**config.mk**
```make
export PLATFORM = sky130hd
export DESIGN_NAME = addru_slice
export DESIGN_NICKNAME = d
export VERILOG_FILES = /design/src/rtl/addru_slice.sv
export SDC_FILE = /design/constraint.sdc
export NUM_CORES = 1
export LEC_CHECK = 0
export CAP_MARGIN = 0
export CORE_AREA = 4 4 41 43
export DETAILED_ROUTE_END_ITERATION = 6
export DIE_AREA = 0 0 45 47
export SETUP_SLACK_MARGIN = 0.05
export SLEW_MARGIN = 5
export SYNTH_ARGS = -nofsm -noshare
export SYNTH_HDL_FRONTEND = slang
export SYNTH_SLANG_ARGS = --single-unit
```
**constraint.sdc**
```tcl
create_clock -name vclk -period 6.2
set_input_delay 1.86 -clock vclk [all_inputs]
set_output_delay 1.86 -clock vclk [all_outputs]
set_load 0.02 [all_outputs]
```
**src/rtl/addru_slice.sv**
```systemverilog
// rtl/addru_slice.sv - combinational SLICE-bit ripple-carry adder
module addru_slice #(
    parameter int SLICE = 4
) (
    input  logic [SLICE-1:0] a,
    input  logic [SLICE-1:0] b,
    input  logic             cin,
    output logic [SLICE-1:0] s,
    output logic             cout
);

    always_comb begin
        logic [SLICE:0] c;
        c    = '0;
        s    = '0;
        c[0] = cin;
        for (int i = 0; i < SLICE; i++) begin
            s[i]   = a[i] ^ b[i] ^ c[i];
            c[i+1] = (a[i] & b[i]) | (c[i] & (a[i] ^ b[i]));
        end
        cout = c[SLICE];
    end

endmodule

```
==> metrics.md <==
| Metric | Value |
|---|---|
| Status | finished, final reports clean |
| WL final | around 280 µm |
| Worst min-delay path class | input pin to output pin |
| Io pins | 14 |
| Avg Cell Area, Syn | 8.40 µm² |
| Register area | 0 µm² |
| Critical Path RT | 4.34 ns |
| CLK BUF | 0 |
| Highest fanout seen on the critical path | 1 |
| Synth top area cells | fa_1 (68%), inv_1 (32%) |
| Initial Util | 9.04% |
| Layout area overhead | 137% |
| Setup crit start kind | input pin |
| Total Neg Setup Slack | 0 ns |
| Post-synth top area share | 68.1% |
| CP Capture Type | output pin |
| Vias per inst | 3.02 |
| Share of layout cells above drive strength 1 | 0% |
| Cts-stage hold buffer count | 0 |
| Antenna diode count | 0 |
| Drt pass-1 iters | 1 |
| FP Rows | 13 |
| Seq/Total Area, Yosys | 0% |
| Final net count | 43 |
| Fillers | 148 |
| Max Clk Rate | 166 MHz |
| Leakage Power | 0.000147 µW |
| Relative slew slack | 84.5% |
| Largest net degree at the start of global routing | 2 |
| Max VDD drop | just over 0.04 mV |
| Tcrit/Tclk final | 97.3% |
| Placed Cells | 43 |
| Drt drc | 0 |
| Ys Warns | 0 |
| Worst EP arrival | 4.17 ns |
| First-pass GRT wire length | 586 µm |
| Initial antenna violation count | 0 |
| Setup Crit Path Kind | input pin to output pin |
| Power, Total | ~30 µW |
| Grt total ovfl | 0 |
| Final Slew Violations | 0 |
| Routed wire length per instance | 6.56 µm |
| IO buf count | 14 |
| Fin. Hold Viols | 0 |
| Overall die width | 45 µm |
| Core Footprint | 0.00130 mm² |
| Post-Synthesis Cells | 14 |
| Die Area | 0.00212 mm² |
| Mapped Nets | 27 |
| Area occupied by multi-input gates | 80.1 µm² |
| RSZ-0062 raised after global routing | true |
| Vias in the first global route | 171 |
| Post-synthesis cell area | around 120 µm² |
| Antenna viol nets, final | 0 |
| Total track usage | 3.56% |
| GPL Wtd Cong | 0.674 |
| Area leader, netlist | fa_1 |
| Most frequent cells in the layout | clkdlybuf4s50_1 (12), inv_1 (10), fa_1 (4) |
| Pin slew with the least headroom to its limit | 0.232 ns |
| Final min period | 6.03 ns |
| Final setup violation count | 0 |
| Post-synthesis cell type count | 2 |
| Most common cell after layout, fill and taps aside | clkdlybuf4s50_1 |
| Initial drt markers | 0 |
| Max Cap Viol | 0 |
| Hpwl dp | 307 µm |
| Die H | approximately 47 µm |
| Seq cells | 0 |
| Layout Cells excl Fill | 43 |
| Vias | 130 |
| Power Dens Cells | 108 mW/mm² |
stage by stage:
step / hold WS (ns) / instance area, µm² / setup slack (ns) / utilization, %
2_1_floorplan: 3.97 / 118 / 0.870 / -
3_3_place_gp: 4.91 / 277 / -0.131 / 21.3
3_5_place_dp: 4.90 / 277 / -0.142 / 21.3
4_1_cts: 4.69 / 275 / 0.104 / 21.2
5_1_grt: 4.62 / 279 / 0.0248 / 21.4
6_report: 4.58 / 279 / 0.168 / 21.4
per-layer routing:
| metal | GRT usage (%) | vias up | share of wire (%) |
|---|---|---|---|
| met5 | 0 | - | 0 |
| met4 | 0 | 0 | 0 |
| met3 | 1.53 | 0 | 37 |
| met2 | 7.34 | 14 | 33 |
| met1 | 3.42 | 56 | 29 |
| li1 | - | 60 | - |
report_power, final:
part | switching (µW) | internal (µW)
clock network | 0 | 0
registers | 0 | 0
logic | 14.1 | 16.1
synth_stat cells, drive strengths merged:
library cell / instances
fa: 4
inv: 10
layout make-up:
class	count	area share, %
tap	15	6.73
multi-input combinational	4	28.7
timing repair buffer	14	51.1
inverter	10	13.5
kinds of logic (layout without fill, tap and decap cells):
kind of cell / Yosys count / in the layout / share of synthesized area [%]
fa+ha+maj: 4 / 4 / 68.1
buf+inv: 10 / 24 / 31.9
worst paths after layout:
| path | from | depth (start not counted) | end | slack (ns) |
|---|---|---|---|---|
| worst max-delay path | a[0] | 10 | s[3] | 0.17 |
| worst min-delay path | b[3] | 5 | cout | 4.58 |
critical path, stage by stage:
cell and delay [ns]:
clkdlybuf4s50_1 0.43, fa_1 0.42, inv_1 0.07, fa_1 0.16
inv_1 0.05, fa_1 0.35, inv_1 0.07, fa_1 0.41
inv_1 0.07, clkdlybuf4s15_1 0.29
what timing repair did:
action                                  4_1_cts  5_1_grt
setup buffers                                 0        0
endpoints found under the setup margin        1        2
resized for setup                             1        2
pin swaps                                     0        0
No activity file was read; power rests on OpenSTA's default activity.
